File: src/rtl/bcd_timer_n.sv
// Parametrised BCD up/down timer: NFIELDS two-digit BCD fields, least-significant first,
// with run/pause, per-field adjust with press-and-hold auto-repeat, and a terminal done pulse.
module bcd_timer_n #(
  parameter int NFIELDS = 2,
  parameter int TOP_MOD = 60,
  parameter bit WRAP    = 1'b0,
  parameter int SELW    = 2
) (
  input  logic                   clk,
  input  logic                   rst,
  input  logic                   tick,
  input  logic                   rpt_tick,
  input  logic                   run_toggle,
  input  logic                   dir,
  input  logic                   adj,
  input  logic [SELW-1:0]        adj_sel,
  input  logic                   inc,
  input  logic                   dec,
  output logic [8*NFIELDS-1:0]   digits,
  output logic                   running,
  output logic                   at_zero,
  output logic                   at_max,
  output logic                   done
);
  localparam int W = 8 * NFIELDS;

  function automatic int field_mod(input int k);
    return (k == NFIELDS - 1) ? TOP_MOD : 60;
  endfunction

  function automatic logic [7:0] to_bcd(input int v);
    return {4'(v / 10), 4'(v % 10)};
  endfunction

  function automatic int from_bcd(input logic [7:0] b);
    return 10 * int'(b[7:4]) + int'(b[3:0]);
  endfunction

  // One field stepped by +/-1, wrapping modulo that field's own modulus.
  function automatic logic [7:0] field_next(input logic [7:0] b, input int k, input logic down);
    int v;
    int m;
    v = from_bcd(b);
    m = field_mod(k);
    if (down) v = (v == 0) ? m - 1 : v - 1;
    else      v = (v == m - 1) ? 0 : v + 1;
    return to_bcd(v);
  endfunction

  function automatic logic [W-1:0] max_digits();
    logic [W-1:0] r;
    r = '0;
    for (int k = 0; k < NFIELDS; k++) r[8*k +: 8] = to_bcd(field_mod(k) - 1);
    return r;
  endfunction

  // Whole-count step: carry (or borrow) ripples into the next field only on a field wrap.
  function automatic logic [W-1:0] count_step(input logic [W-1:0] d, input logic down);
    logic [W-1:0] r;
    logic         carry;
    r     = d;
    carry = 1'b1;
    for (int k = 0; k < NFIELDS; k++) begin
      if (carry) begin
        r[8*k +: 8] = field_next(d[8*k +: 8], k, down);
        carry = down ? (d[8*k +: 8] == 8'h00) : (d[8*k +: 8] == to_bcd(field_mod(k) - 1));
      end
    end
    return r;
  endfunction

  // Adjust touches only the selected field; an out-of-range selector matches nothing.
  function automatic logic [W-1:0] adjust_step(input logic [W-1:0] d, input logic [SELW-1:0] sel,
                                               input logic down);
    logic [W-1:0] r;
    r = d;
    for (int k = 0; k < NFIELDS; k++) begin
      if (int'(sel) == k) r[8*k +: 8] = field_next(d[8*k +: 8], k, down);
    end
    return r;
  endfunction

  localparam logic [W-1:0] MAX_VAL = max_digits();

  logic         inc_q;
  logic         dec_q;
  logic         step_up;
  logic         step_dn;
  logic [W-1:0] up_val;
  logic [W-1:0] dn_val;

  // A rising edge and a coincident rpt_tick collapse into a single step.
  assign step_up = inc & ~dec & (~inc_q | rpt_tick);
  assign step_dn = dec & ~inc & (~dec_q | rpt_tick);
  assign up_val  = count_step(digits, 1'b0);
  assign dn_val  = count_step(digits, 1'b1);
  assign at_zero = (digits == '0);
  assign at_max  = (digits == MAX_VAL);

  always_ff @(posedge clk) begin
    if (rst) begin
      digits  <= '0;
      running <= 1'b0;
      done    <= 1'b0;
      inc_q   <= 1'b0;
      dec_q   <= 1'b0;
    end else begin
      inc_q <= inc;
      dec_q <= dec;
      done  <= 1'b0;
      if (adj) begin
        if (step_up || step_dn) digits <= adjust_step(digits, adj_sel, step_dn);
      end else begin
        if (run_toggle) running <= ~running;
        // The tick uses the pre-toggle run state; a terminal stop overrides the toggle.
        if (running && tick) begin
          if (!dir) begin
            if (!at_max) begin
              digits <= up_val;
              if (up_val == MAX_VAL) begin
                done <= 1'b1;
                if (!WRAP) running <= 1'b0;
              end
            end else if (WRAP) begin
              digits <= '0;
            end
          end else begin
            if (!at_zero) begin
              digits <= dn_val;
              if (dn_val == '0) begin
                done <= 1'b1;
                if (!WRAP) running <= 1'b0;
              end
            end else if (WRAP) begin
              digits <= MAX_VAL;
            end
          end
        end
      end
    end
  end
endmodule

File: config.mk
export PLATFORM = sky130hd
export DESIGN_NAME = bcd_timer_n
export DESIGN_NICKNAME = d
export VERILOG_FILES = /design/src/rtl/bcd_timer_n.sv
export SDC_FILE = /design/constraint.sdc
export NUM_CORES = 1
export LEC_CHECK = 0
export CAP_MARGIN = 25
export CORE_MARGIN = 4
export CORE_UTILIZATION = 26
export CTS_BUF_LIST = sky130_fd_sc_hd__clkbuf_4 sky130_fd_sc_hd__clkbuf_8
export DETAILED_ROUTE_END_ITERATION = 8
export GPL_TIMING_DRIVEN = 0
export PLACE_DENSITY = 0.43
export SYNTH_ARGS = -nofsm -noshare
export SYNTH_HDL_FRONTEND = slang
export SYNTH_SLANG_ARGS = --single-unit
File: constraint.sdc
create_clock -name clk -period 14.5 [get_ports clk]
set_input_delay 2.9 -clock clk [delete_from_list [all_inputs] [get_ports clk]]
set_output_delay 2.9 -clock clk [all_outputs]
set_load 0.01 [all_outputs]
# After elaboration in Yosys (flattened, before gate mapping)
# Index checks and enable logic that the tools add are counted.
# word_totals
wordCells,99
in_bits,11
reg_bits,20
output_inout_bits,20
mem_count,0
romBits,0
latchBits,0
ram_bits,0
# op_classes
shift,0
reduce_logical,12
n_mul,2
eq_ne,11
order_cmp,0
n_bitwise,12
n_addsub,6
muxes,38
div_mod_pow,12
# ops
op,n
2-to-1 mux 32 bit,14
"divider 32 x 5 -> 32 bit, second input constant",6
"modulo 32 x 5 -> 32 bit, second input constant",6
2-to-1 mux 16 bit,6
logical NOT 32 bit,2
"equality test 16 x 15 -> 1 bit, second input constant",2
logical NOT 16 bit,2
2-to-1 mux 8 bit,4
"adder 9 x 1 -> 10 bit, second input constant",2
2-to-1 mux 10 bit,2
"subtractor 9 x 1 -> 10 bit, second input constant",2
adder 8 x 4 -> 9 bit,2
"equality test 9 x 6 -> 1 bit, second input constant",2
"multiplier 3 x 4 -> 7 bit, first input constant",2
2-to-1 mux 1 bit,12
AND reduction 5 bit,2
"equality test 8 x 7 -> 1 bit, second input constant",1
logical NOT 8 bit,1
"inequality test 2 x 1 -> 1 bit, second input constant",3
"inequality test 3 bit, second input constant",2
NOT 1 bit,6
AND 1 bit,4
OR reduction 3 bit,1
"equality test 2 bit, second input constant",1
other kinds (5),6

# Logic depth before layout (Yosys ltp)
# logic_depth
ltp_word,13
mapped_depth,29
depth_no_buf,27

# Worst setup path before layout
# Ideal clock, no wire load.
# synth_timing
path_kind,input to register
startpoint,input rpt_tick
endpoint,register digits[9]
t_required_ns,14.414
setup_time_ns,0.086
stages,21
setup_slack_ns,7.541
arrival_time_ns,6.873
path_cell_list,o21ai_0 > or2_2 > clkbuf_1 > clkbuf_1 > clkbuf_1 > o21ai_0 > o21ai_0 > ha_1 > o22ai_1 > a21o_1 > clkbuf_1 > a2111oi_0 > nor3_1 > o2111ai_1 > o21a_1 > nor2_2 > xnor2_1 > ha_1 > o21ai_0 > or3b_1 > a211oi_1
# synth_between
elab_chain_cells,11
# synth_rtl
item,line_no,rtl
"start, declared",12,"input logic rpt_tick,"
bitwise OR 1 bit,94,assign step_dn = dec & ~inc & (~dec_q | rpt_tick);
AND 1 bit,94,
2-to-1 mux 32 bit,45,if (down) v = (v == 0) ? m - 1 : v - 1;
2-to-1 mux 32 bit,78,"if (int'(sel) == k) r[8*k +: 8] = field_next(d[8*k +: 8], k, down);"
2-to-1 mux 32 bit,112,"if (step_up || step_dn) digits <= adjust_step(digits, adj_sel, step_dn);"
2-to-1 mux 32 bit,111,if (adj) begin
2-to-1 mux 32 bit,101,if (rst) begin
modulo 32 x 5 -> 32 bit,32,"return {4'(v / 10), 4'(v % 10)};"
2-to-1 mux 8 bit,78,
2-to-1 mux 16 bit,112,
2-to-1 mux 16 bit,111,
"end signal, assigned",112,
"end signal, assigned",119,digits <= up_val;
"end signal, assigned",129,digits <= dn_val;
"end, declared",19,"output logic [8*NFIELDS-1:0] digits,"
# Several ways; a longest one is shown, not always the timed one. The select of a mux whose other input is x is not followed.
# A chain may end at the register's enable or synchronous reset.

# Final worst setup path
# Ends and elaborated chain as after synthesis.

==> summary.md <==
The flow ran to the end, and the final reports show no timing, DRC or antenna violations. Entering global routing, the biggest net connects 12 pins. The number of gates resized after CTS was 0.

Average cell area after synthesis: 6.96 um2. The number of buffers and inverters on the critical path is 4, and the total wire length after detailed routing is 31200 um. The library cell used most frequently in the layout, excluding fill and tap cells, is nor2_1. The logs give 649 for the DRC marker count from the first detailed-route iteration and 0 for the antenna cell count. The count of mapped cells out of synthesis came out at 1117. In this run the worst path has a maximum fanout of 10. Pin placement for this block handled 31 I/O pins. TritonCTS built the clock tree. Setup repair after global routing left no endpoint under its margin. The finished layout holds 1540 standard cells, fillers aside.

For this run the aggregate overflow at the end of global routing stands at 0. The die is 181 um tall. The number of global-route vias before repair was 8542; the via-per-instance ratio was 5.84. The critical path required time is 14.68 ns, and the area of the placeable core is 29600 um2. Number of cells after detailed placement: 1536. Across every metal layer, demand over resource in global routing totals 18.0%. Once the floorplan was initialized, standard cells occupied 26.3% of the core. Detailed placement finished with a half-perimeter wire length of 24800 um. The congestion estimate from routability-driven global placement came to 0.883. The path class of the tightest hold or removal check is flip-flop to flip-flop. The transition time of the tightest slew-check pin was 1.06 ns. After clock tree synthesis, the clock-pin slew on the worst setup and hold paths is 0.08 ns. Cell at the root of the clock tree: clkbuf_8. The share of the clock period used by the worst path is 60.9%. The H-tree depth is 1. In this design, the stage delay of the slowest critical-path cell is 0.66 ns.

The tools report the number of warnings reported in the yosys synthesis log as 0. Relative to the synthesized area, the layout overhead comes to 10.7%. The final setup skew was 0.00570 ns.

The total iterations of the first detailed-routing run is 5. The total of hold buffers inserted after clock tree synthesis is 0, and the number of nets still failing antenna checks after routing is 0. Data on the critical path arrives at its endpoint at 9.01 ns. The width of the chip is 181 um, and the routed wirelength normalized by instance count is 20.3 um. The number of clock buffers added by TritonCTS is 3.

In the layout the commonest cells are nor2_1 (106), nand2_1 (97), a21oi_1 (77), o21ai_0 (65), nand3_1 (47). The routed design could run at a clock period as short as 8.83 ns. The synthesized design contains 0 enable-type register cells. The share of the Yosys chip area taken by registers is 5.15%.

Counting along the longest clock path gives a buffer depth of 2. The full die area is 32700 um2, and the number of setup violations in the final report is 0. Counting flops with an async set or reset pin after synthesis yields a share of 0%. The highest-delay cell along the critical path is a21oi_1.

The count of final max-slew check failures was 0. Detailed routing inserted a total of 8988 vias. Synthesis instantiated 114 different standard cells from the library. Counting the fill cells in the layout gives 3322.

STA classifies the critical path endpoint as a flip-flop. The tools report the number of violations of the max-capacitance limit as 0. The highest clock rate was 113 MHz; the quantity of I/O buffers inserted on ports was 29. Once the clock tree was built, the setup fixing pass inserted 0 buffers.

Total nets after synthesis: 1167. The clock reaches the later pin of the worst-skew pair after 0.27 ns. In this run the cell area of the synthesized design comes to 7770 um2. STA classifies the critical path startpoint as an input pin. For the initial antenna violation count, the log shows 0. Wire length of the first global-routing pass: 48800 um. The share of final-layout standard cells stronger than drive strength 1 came out at 7.39%. Cell family with the largest share of critical-path delay: compound AO/OA/AOI/OAI gates. The setup TNS came out at 0 ns. The count of endpoints failing hold in the final timing report came out at 0. The register bit count reported by yosys was 20. The floorplan has 63 rows. The CTS sink count is 20, and the DRC violation count after routing is 0. The critical path goes through clkdlybuf4s50_1 > o21ai_0 > or2_2 > clkbuf_1 > clkbuf_1 > clkbuf_1 > o21ai_0 > o21ai_0 > ha_1 > o22ai_1 > a21oi_1 > o32ai_1 > nor3_1 > o2111ai_1 > o21a_1 > nor2_2 > xnor2_1 > ha_1 > o21ai_0 > or3b_1 > a211oi_1.

The critical path is of the input pin to flip-flop type. The worst pin sits at a relative slew slack of 29.2%. The most numerous cell type found on the critical path is o21ai_0. The prevailing post-synth register cell is dfxtp_1. The final layout contains 1201 nets.
[cell type report]
type	instances	area [um2]	area share, %
repair buffers	29	290	3.37
inverters	24	90.1	1.05
clock buffers	4	55.1	0.640
multi-input cells	1013	7000	81.3
well taps	390	488	5.67
plain buffers	60	283	3.29
flip-flops and latches	20	400	4.65
[worst paths after layout]
check,depth (start not counted),from,slack (ns),endpoint
max,21,rpt_tick,5.67,digits[9]$_SDFFE_PP0P_
min,2,running$_SDFFE_PP0N_,0.57,running$_SDFFE_PP0N_
max reg2reg,23,digits[13]$_SDFFE_PP0P_,7.06,running$_SDFFE_PP0N_
min reg2reg,2,running$_SDFFE_PP0N_,0.57,running$_SDFFE_PP0N_
[per-layer routing]
layer  up-vias  wire length (um)  GRT usage, %
li1       4421                 -             -
met1      4358             14600          24.1
met2       174             15300          32.4
met3        35               704         0.564
met4         0               592          3.60
met5         -                 0             0
[cells by family after synthesis]
| kind of cell | count (synthesis) | share of synthesized area [%] |
|---|---|---|
| compound gates | 431 | 40.7 |
| xor+xnor | 65 | 9.06 |
| fa+ha+maj | 45 | 7.47 |
| buf+inv | 84 | 4.80 |
| flops | 20 | 5.15 |
| mux | 21 | 3.03 |
| simple gates | 451 | 29.8 |
[through the flow]
stage / hold slack, ns / setup WS [ns] / utilization [%] / area (um2)
2_1_floorplan: 0.545 / 7.54 / - / 7770
3_3_place_gp: 0.559 / 5.44 / 28.9 / 8550
3_5_place_dp: 0.561 / 5.50 / 28.9 / 8550
4_1_cts: 0.577 / 5.76 / 29.1 / 8610
5_1_grt: 0.626 / 5.35 / 29.1 / 8610
6_report: 0.574 / 5.67 / 29.1 / 8610
[flip-flops by register name (all words and copies together) (netlist names)]
| register | count |
|---|---|
| done | 1 |
| inc_q | 1 |
| running | 1 |
| dec_q | 1 |
| digits | 16 |
[cells in the mapped netlist (all sizes together), types with 7 or more instances]
master / n / area share, %
nand4: 14 / 1.1
nor3: 43 / 3.1
a221oi: 9 / 1.0
nand3b: 11 / 1.1
or2: 13 / 1.0
a211oi: 32 / 3.3
o2111ai: 11 / 1.2
a2bb2oi: 7 / 0.79
or4: 7 / 0.68
o211a: 10 / 1.3
o21ai: 84 / 5.7
nand2b: 13 / 1.0
nor4: 21 / 2.0
a21boi: 9 / 1.0
and3: 17 / 1.4
a2111oi: 7 / 1.4
clkbuf: 39 / 1.9
a211o: 12 / 1.4
a21oi: 78 / 5.1
xnor2: 42 / 4.9
o21a: 9 / 0.87
o221ai: 9 / 1.2
ha: 35 / 5.6
nand3: 47 / 3.0
o31ai: 8 / 0.77
a31oi: 23 / 2.0
mux2i: 17 / 2.4
and2: 31 / 2.5
inv: 24 / 1.2
a21o: 13 / 1.4
nor2: 109 / 5.4
a311oi: 10 / 1.2
nand2: 97 / 4.7
nor2b: 8 / 0.64
dfxtp: 20 / 5.2
buf: 21 / 1.8
o211ai: 35 / 3.6
xor2: 15 / 1.8
o22ai: 14 / 1.2
[tightest hold or removal path, cell delays in order (launching register included)]
cell      delay (ns)
dfxtp_1         0.36
nand3b_1        0.10
o211ai_1        0.07
Power is not shown: default switching activity piles up to over one toggle a cycle in this logic, so the estimate is an artifact.
